**config.mk**
```make
export PLATFORM = sky130hd
export DESIGN_NAME = conversor_bin_bcd
export DESIGN_NICKNAME = d
export VERILOG_FILES = /design/src/rtl/conversor_bin_bcd.sv
export SDC_FILE = /design/constraint.sdc
export NUM_CORES = 1
export LEC_CHECK = 0
export ABC_CLOCK_PERIOD_IN_PS = 1800
export CORE_MARGIN = 2
export CORE_UTILIZATION = 55
export DETAILED_ROUTE_END_ITERATION = 7
export PLACE_DENSITY_LB_ADDON = 0.25
export SLEW_MARGIN = 20
export SYNTH_ARGS = -nofsm -noshare
export SYNTH_HDL_FRONTEND = slang
export SYNTH_SLANG_ARGS = --single-unit
```
**constraint.sdc**
```tcl
create_clock -name i_Clk -period 1.8 [get_ports i_Clk]
set_input_delay 0.27 -clock i_Clk [delete_from_list [all_inputs] [get_ports i_Clk]]
set_output_delay 0.27 -clock i_Clk [all_outputs]
set_load 0.1 [all_outputs]
```
**src/rtl/conversor_bin_bcd.sv**
```systemverilog
// -----------------------------------------------------------------------------
// conversor_bin_bcd
//
// Sequential binary-to-BCD converter (shift-and-add-3). Converts an unsigned
// ANCHO-bit value into four BCD digits (units .. thousands) for the 7-segment
// display controller. Holds the last result stable between conversions and
// flags values above 9999.
//
// Parameters:
//   ANCHO       width of i_Binario, 1..14
//
// Ports:
//   i_Clk       system clock, rising edge
//   i_Rst       asynchronous reset, active-low
//   i_Inicio    conversion request, sampled only while idle (REPOSO)
//   i_Binario   unsigned value, captured on the accepting edge
//   o_Ocupado   high while a conversion is in progress
//   o_Listo     one-cycle pulse: new digits valid
//   o_Desborde  last accepted value was > 9999, held until next completion
//   o_Datos1    units digit
//   o_Datos2    tens digit
//   o_Datos3    hundreds digit
//   o_Datos4    thousands digit
//
// Build option:
//   BCD_SATURA_EN  defined   : values > 9999 are clamped to 9999 before
//                              conversion (digits 9,9,9,9).
//                  undefined : values > 9999 are converted as-is internally,
//                              but the digits are forced to 4'hF on output.
//   In both cases o_Desborde is set and latency is identical.
// -----------------------------------------------------------------------------
module conversor_bin_bcd #(
    parameter int ANCHO = 14
) (
    input  logic             i_Clk,
    input  logic             i_Rst,
    input  logic             i_Inicio,
    input  logic [ANCHO-1:0] i_Binario,
    output logic             o_Ocupado,
    output logic             o_Listo,
    output logic             o_Desborde,
    output logic [3:0]       o_Datos1,
    output logic [3:0]       o_Datos2,
    output logic [3:0]       o_Datos3,
    output logic [3:0]       o_Datos4
);

    localparam int             W       = 14;
    localparam logic [W-1:0]   MAX_BCD = 14'd9999;

    typedef enum logic [1:0] {
        REPOSO   = 2'd0,
        DESPLAZA = 2'd1,
        FIN      = 2'd2
    } estado_t;

    estado_t       estado_q, estado_d;
    logic [W-1:0]  bin_q, bin_d;       // value being shifted out, MSB at ANCHO-1
    logic [15:0]   bcd_q, bcd_d;       // BCD scratch, four nibbles
    logic [3:0]    cnt_q, cnt_d;       // shifts remaining
    logic          ovf_q, ovf_d;       // accepted value exceeded 9999
    logic [15:0]   datos_q, datos_d;   // registered digits {thousands..units}
    logic          listo_q, listo_d;
    logic          desb_q, desb_d;

    logic [W-1:0]  bin_ext;
    logic [15:0]   bcd_adj;
    logic          bit_entra;

    assign bin_ext   = W'(i_Binario);
    assign bit_entra = bin_q[ANCHO-1];

    // Add 3 to every nibble that is 5 or more, so that the following shift
    // carries correctly into the next decimal digit.
    generate
        for (genvar gi = 0; gi < 4; gi++) begin : g_suma3
            assign bcd_adj[gi*4 +: 4] = (bcd_q[gi*4 +: 4] >= 4'd5)
                                        ? bcd_q[gi*4 +: 4] + 4'd3
                                        : bcd_q[gi*4 +: 4];
        end
    endgenerate

    always_comb begin
        estado_d = estado_q;
        bin_d    = bin_q;
        bcd_d    = bcd_q;
        cnt_d    = cnt_q;
        ovf_d    = ovf_q;
        datos_d  = datos_q;
        listo_d  = 1'b0;
        desb_d   = desb_q;

        case (estado_q)
            REPOSO: begin
                if (i_Inicio) begin
                    ovf_d = (bin_ext > MAX_BCD);
`ifdef BCD_SATURA_EN
                    bin_d = (bin_ext > MAX_BCD) ? MAX_BCD : bin_ext;
`else
                    bin_d = bin_ext;
`endif
                    bcd_d    = 16'd0;
                    cnt_d    = 4'(ANCHO);
                    estado_d = DESPLAZA;
                end
            end

            DESPLAZA: begin
                bcd_d = {bcd_adj[14:0], bit_entra};
                bin_d = {bin_q[W-2:0], 1'b0};
                cnt_d = cnt_q - 4'd1;
                if (cnt_q == 4'd1) begin
                    estado_d = FIN;
                end
            end

            FIN: begin
`ifdef BCD_SATURA_EN
                datos_d = bcd_q;
`else
                // Out-of-range values still run through the shifter (so latency
                // does not depend on the value) but are blanked to F digits.
                datos_d = ovf_q ? 16'hFFFF : bcd_q;
`endif
                desb_d   = ovf_q;
                listo_d  = 1'b1;
                estado_d = REPOSO;
            end

            default: begin
                estado_d = REPOSO;
            end
        endcase
    end

    always_ff @(posedge i_Clk or negedge i_Rst) begin
        if (!i_Rst) begin
            estado_q <= REPOSO;
            bin_q    <= '0;
            bcd_q    <= '0;
            cnt_q    <= '0;
            ovf_q    <= 1'b0;
            datos_q  <= '0;
            listo_q  <= 1'b0;
            desb_q   <= 1'b0;
        end else begin
            estado_q <= estado_d;
            bin_q    <= bin_d;
            bcd_q    <= bcd_d;
            cnt_q    <= cnt_d;
            ovf_q    <= ovf_d;
            datos_q  <= datos_d;
            listo_q  <= listo_d;
            desb_q   <= desb_d;
        end
    end

    assign o_Ocupado  = (estado_q != REPOSO);
    assign o_Listo    = listo_q;
    assign o_Desborde = desb_q;
    assign o_Datos1   = datos_q[3:0];
    assign o_Datos2   = datos_q[7:4];
    assign o_Datos3   = datos_q[11:8];
    assign o_Datos4   = datos_q[15:12];

endmodule

```
Word-level counts from Yosys, hierarchy flattened
Index checks and enable logic that the tools add are counted.

Register bits after elaboration: 55. Latch bits: 0. RAM bits: 0. Memory bits (read-only): 0. Input bits: 17. Output and inout port bits: 19. Memories kept: 0.

$add $sub $neg: 5. Multiply operators: 0. Divide/modulo/power cells: 0. Order comparisons: 5. Equality and inequality tests: 5. Shift-type cells: 0. Muxes and demuxes: 15. Bitwise gates (word level): 0. Reduce and logical (&&, ||, !) cells: 6.

Operators with widths (count): two-way mux 16 bit (2); case mux 16 bit (2 select lines) (1); case mux 14 bit (2 select lines) (1); greater-or-equal comparator 4 x 3 -> 1 bit, second input constant (4); two-way mux 4 bit (4); > comparator 14 bit, second input constant (1); two-way mux 14 bit (1); adder 4 x 2 -> 4 bit, second input constant (3); case mux 4 bit (2 select lines) (1); AND reduction 2 bit (3); equality test 4 x 1 -> 1 bit, second input constant (1); two-way mux 2 bit (2); inequality test 2 bit, second input constant (2); case mux 2 bit (2 select lines) (1); nonzero test 2 bit (2); subtractor 4 x 1 -> 4 bit, second input constant (1); adder 3 x 2 -> 3 bit, second input constant (1); two-way mux 3 bit (1); equality test 2 x 1 -> 1 bit, second input constant (1); equality test 2 bit, second input constant (1); logical NOT 2 bit (1); two-way mux 1 bit (1).

Logic depth before layout (Yosys ltp)
Depth after elaboration: 3. Mapped depth: 6.

Least setup slack after synthesis
OpenSTA, ideal clock, no wires.

Kind: register -> output. Start: register estado_q[1]. End: output o_Ocupado. Arrival: 1105 ps. Setup slack: 425 ps. Stages on the path, launching flop included: 3. Buffers on the path: 0. Cell sequence: dfrtp_1 > nor2_1 > inv_1.

Longest elaborated chain between the ends: 1.

Ends and longest elaborated chain: start, declared (line 57) `estado_t estado_q, estado_d;`; start signal, assigned (line 147) `estado_q <= estado_d;`; nonzero test 2 bit (line 158) `assign o_Ocupado = (estado_q != REPOSO);`; end, declared (line 39) `output logic o_Ocupado,`.

No other way between the ends.

Final worst setup path
Start: register estado_q[0]. End: output o_Ocupado.

Same word-level chain as after synthesis.

==> results.yml <==
pwr:
  power_leakage_uw: 0.001449
  p_per_area_mw_per_mm2: 1798
  peakVddDrop_v: 0.001073
  p_total_uw: 5743
die:
  fp.dieH_microns: 74.10
  die_width_microns: 74.10
  initial_utilization_pct: 57.22
  num_io_pins: 36
  core_sq_mm: 0.004723
  rows: 25
  dieArea_sq_mm: 0.005491
sta:
  period_minus_slack_ns: 1.529
  finClkSkew_ns: 0.004452
  timing.final.crit_share_pct: 84.94
  fmax_mhz: 654.1
  rsz0062_at_grt: "false"
  fin_setup_tns_ns: 0
  hold_violations: 0
  setup_violations: 0
  slew_violations: 0
  relSlewSlack_pct: 63.18
  tightest_slew_ns: 0.5524
logic_synthesis:
  netlist_area_sq_mm: 0.002703
  synth_nets: 298
  ys_seq_elements: 55
  syn_area_per_cell_sq_um: 9.973
  seq_area_frac_synth_pct: 50.93
  synth_cell_types: 37
  synth_cells: 271
  ys_warn_count: 0
global_routing:
  grt_pass1_vias: 2004
  gr-total-overflow: 0
  grt_use_met2_pct: 34.13
  grtUsageTotal_pct: 20.86
  met1_usage_pct: 27.59
  grt_pass1_wl_microns: 8783
  antenna_found_initial: 0
  busiest_layer: "met2"
  grt_max_degree: 56
  met3_usage_pct: 3.794
detailed_routing:
  drt_wl_total_microns: 5175
  num_vias: 2046
  drt-pass1-iter-count: 4
  drt_iter0_drc: 98
  viasPerCell: 5.441
  wl_per_cell_microns: 13.76
  ant_nets: 0
  drc: 0
worst_hold_path:
  hold_path_class: "in -> async"
placed_design:
  numPortBuffers: 35
  dp_hpwl_microns: 3481
  routabilityCongestion: 0.8539
final_layout:
  fillerInstances: 360
  synthToLayoutAreaGrowth_pct: 18.19
  multi_input_area_sq_mm: 0.001135
  final_nets: 335
  drive_above_1_share_pct: 13.27
  antenna_cells_inserted: 0
  register_area_sq_mm: 0.001376
clock_network:
  clock_path_buffers: 2
  cts_setup_buffers: 0
  cts_buffers: 5
  cts_tree: "built"
  clock-sinks: 55
  clk_pin_slew_ns: 0.09
  clock-root-buffer: "clkbuf_8"
  clock_latency_ns: 0.31
  cts_hold_buf: 1
  htreeDepth: 2
  post_cts_resized: 0
run_status:
  status: "finished clean"
job:
  maxCapViolCount: 0
critical_path:
  regToRegSetupSlack_ns: 0.27
  arrival_ns: 1.26
  worst-path-max-fanout: 9
  criticalPathCategory: "reg -> out"
  critPathLaunchType: "flop"
  required_ns: 1.53
  end_kind: "primary output"
path summary, 6_finish.rpt:
kind	start	end	depth (start not counted)
setup / recovery	estado_q[0]	o_Ocupado	3
hold / removal	i_Rst	datos_q[5]	3
setup reg to reg	bcd_q[4]	bcd_q[6]	5
hold reg to reg	datos_q[14]	datos_q[14]	2
max in group asynchronous	i_Rst	bin_q[4]	3
min in group i_Clk	datos_q[14]	datos_q[14]	2
report_power, final:
part           leakage [uW]  total [uW]  switching (uW)  internal (uW)
clock             0.0000515         747             395            352
combinational      0.000671        2940            1930           1010
sequential         0.000726        2060             404           1650
total               0.00145        5740            2730           3010
critical path, stage by stage (launching register included):
cell	delay, ns
dfrtp_1	0.51
nor2_1	0.17
inv_1	0.09
buf_12	0.17
state kept, by name, indices dropped and copies added (netlist names):
| name | count |
|---|---|
| bcd_q | 16 |
| datos_q | 16 |
| bin_q | 14 |
| cnt_q | 4 |
| estado_q | 2 |
| o_Desborde | 1 |
| o_Listo | 1 |
| ovf_q | 1 |
layout by cell type, fill, tap and decap left out, types with 7 or more instances in the layout:
cell type,instances
clkbuf_8,7
ha_1,10
nor2_1,18
o21ai_0,33
dfrtp_1,55
buf_4,26
clkdlybuf4s50_1,15
nand2_1,42
inv_1,21
o2111ai_1,8
mux2i_1,12
cell usage after synthesis, drive strengths merged:
| library cell | number | area, sq um |
|---|---|---|
| dfrtp | 55 | 1376 |
| nand2 | 42 | 157.7 |
| o21ai | 38 | 190.2 |
| inv | 21 | 78.83 |
| nor2 | 18 | 67.56 |
| buf | 13 | 101.4 |
| mux2i | 12 | 120.1 |
| ha | 10 | 125.1 |
| o2111ai | 8 | 70.07 |
| nor2b | 5 | 33.78 |
| o31ai | 5 | 37.54 |
| a32o | 4 | 40.04 |
| and3 | 4 | 25.02 |
| o21a | 4 | 30.03 |
| o221ai | 4 | 35.03 |
| o311ai | 4 | 35.03 |
| a21oi | 3 | 15.01 |
| clkbuf | 3 | 11.26 |
| o32ai | 3 | 26.28 |
| xnor2 | 3 | 26.28 |
| nand2b | 2 | 20.02 |
| a211oi | 1 | 7.510 |
| a22o | 1 | 8.760 |
| a31oi | 1 | 6.260 |
| and3b | 1 | 8.760 |
| nor3 | 1 | 5.000 |
| nor3b | 1 | 12.51 |
| o21ba | 1 | 10.01 |
| o21bai | 1 | 7.510 |
| o22ai | 1 | 6.260 |
| or4 | 1 | 7.510 |
cell families after synthesis:
| logic type | count (synthesis) | share of synthesized area [%] |
|---|---|---|
| flops | 55 | 50.93 |
| xor+xnor | 3 | 0.9724 |
| simple gates | 75 | 12.50 |
| compound gates | 79 | 19.45 |
| fa+ha+maj | 10 | 4.630 |
| mux | 12 | 4.445 |
| buf+inv | 37 | 7.084 |
routing by layer:
| layer | wire [microns] | vias up |
|---|---|---|
| li1 | - | 1022 |
| met1 | 2382 | 960 |
| met2 | 2473 | 53 |
| met3 | 208 | 11 |
| met4 | 110 | 0 |
| met5 | 0 | - |
layout make-up:
cell class              count  share of cell area, %
clock buffers               8                  3.134
inverters                  21                  2.468
multi-input cells         179                  35.53
flip-flops and latches     55                  43.09
well taps                  67                  2.624
repair buffers             46                  13.16
metrics by stage:
step                      utilization, %  instances  hold WS (ns)  setup slack (ns)  instance area [sq um]
after floorplan                        -        271      -0.02559            0.4252                   2703
after global placement             65.30        367        0.2893            0.1611                   3084
after detailed placement           65.30        367        0.2928            0.1475                   3084
after CTS                          67.63        376        0.4896            0.2578                   3194
after global routing               67.63        376        0.5192           0.07140                   3194
final                              67.63        376        0.4867            0.2711                   3194
No activity file was read; power rests on OpenSTA's default activity.
==> RTL edit: new RTL, same flow settings <==
`ANCHO`: 14 -> 7. Comments in the files are not updated.
--- a/src/rtl/conversor_bin_bcd.sv
+++ b/src/rtl/conversor_bin_bcd.sv
@@ -32,3 +32,3 @@
 module conversor_bin_bcd #(
-    parameter int ANCHO = 14
+    parameter int ANCHO = 7
 ) (
Interface: changed (resized i_Binario); port bits go from 36 to 29. No check against the original RTL was run, so the function may have changed too.
==> RTL edit against the unedited design <==
Clock skew down 0.00085 ns; sequential cell count shrank 9; wire length decreased by 16%; synthesized cell count fell by 18%; setup slack lost 0.067 ns; critical path type unchanged; design area shrank 16%; maximum frequency decreased by 4.2%; largest cell class unchanged; hold slack lost 0.025 ns; count of clock-buffer cells in the layout is 1 lower; synthesized area fell by 16%.
Power is not shown: default switching activity piles up to over one toggle a cycle in this logic, so the estimate is an artifact.
==> RTL edit: results (changes against the unedited design) <==
| Metric | Value |
|---|---|
| Status | finished, final reports clean |
| Largest cells by area after synthesis | dfrtp_1 (51%), o21ai_0 (6.2%), ha_1 (5.5%) |
| Placed instance area | 2584 sq um (-16%) |
| Fin nets | 275 (-18%) |
| Average wire per standard cell | 14.18 um (+3.0%) |
| Pre-CTS WS | 0.1831 ns (+0.03561 ns) |
| WL met1 | 2118 um (-11%) |
| Detail Route met3 WL | 147 um (-29%) |
| Largest regs | bcd_q: 16 flops, datos_q: 16 flops, bin_q: 7 flops |
| CP Data Arrival Time | 1.33 ns (+0.07 ns) |
| Final-layout clock buffer total | 7 (-1) |
| Vias in the first global route | 1,598 (-20%) |
| Largest net degree at the start of global routing | 34 (-39%) |
| Area of the multi-input gates | 968.4 sq um (-15%) |
| CP max FO | 10 (+1) |
| Post-synthesis mux area share | 0.004967 (-0.03948) |
| First-pass GRT wire length | 7458 um (-15%) |
| Placed Cells | 297 (-19%) |
| Fill count | 319 (-11%) |
| Worst slew pin tran | 0.5653 ns (+0.01290 ns) |
| Global routing usage on met3 | 0.05592 (+0.01798) |
| Die X-Extent | 68.21 um (-8.0%) |
| DR iter-0 viols | 161 (+64%) |
| Clock Skew | 0.003602 ns (-0.0008506 ns) |
| Compound-Gate Fraction of Synth Area | 0.2373 (+0.04286) |
| Via density | 5.523 (+1.5%) |
-- RTL edit: cell count changes after synthesis, sizes merged, moves of 5 or more --
cell	before	now
a21oi	3	8
o21ai	38	29
nor2	18	3
nor2b	5	12
dfrtp	55	46
nand2	42	27
mux2i	12	0
a22oi	0	7
-- RTL edit: final timing paths --
kind / start / to / slack (ns) / depth (start not counted)
min in group i_Clk: datos_q[12] / datos_q[12] / 0.49 / 2
min: i_Rst / datos_q[11] / 0.46 / 2
max in group asynchronous: i_Rst / bin_q[3] / 0.83 / 3
max reg2reg: estado_q[1] / bcd_q[7] / 0.29 / 4
min reg2reg: datos_q[12] / datos_q[12] / 0.49 / 2
max: estado_q[1] / o_Ocupado / 0.20 / 2
-- RTL edit: logic make-up (layout without fill, tap and decap cells) --
logic type / after synthesis / in the layout
compound gates: 79 / 79
simple gates: 53 / 53
flops: 46 / 46
buf+inv: 30 / 63
fa+ha+maj: 10 / 10
xor+xnor: 3 / 3
other cells: 1 / 1
mux: 1 / 1
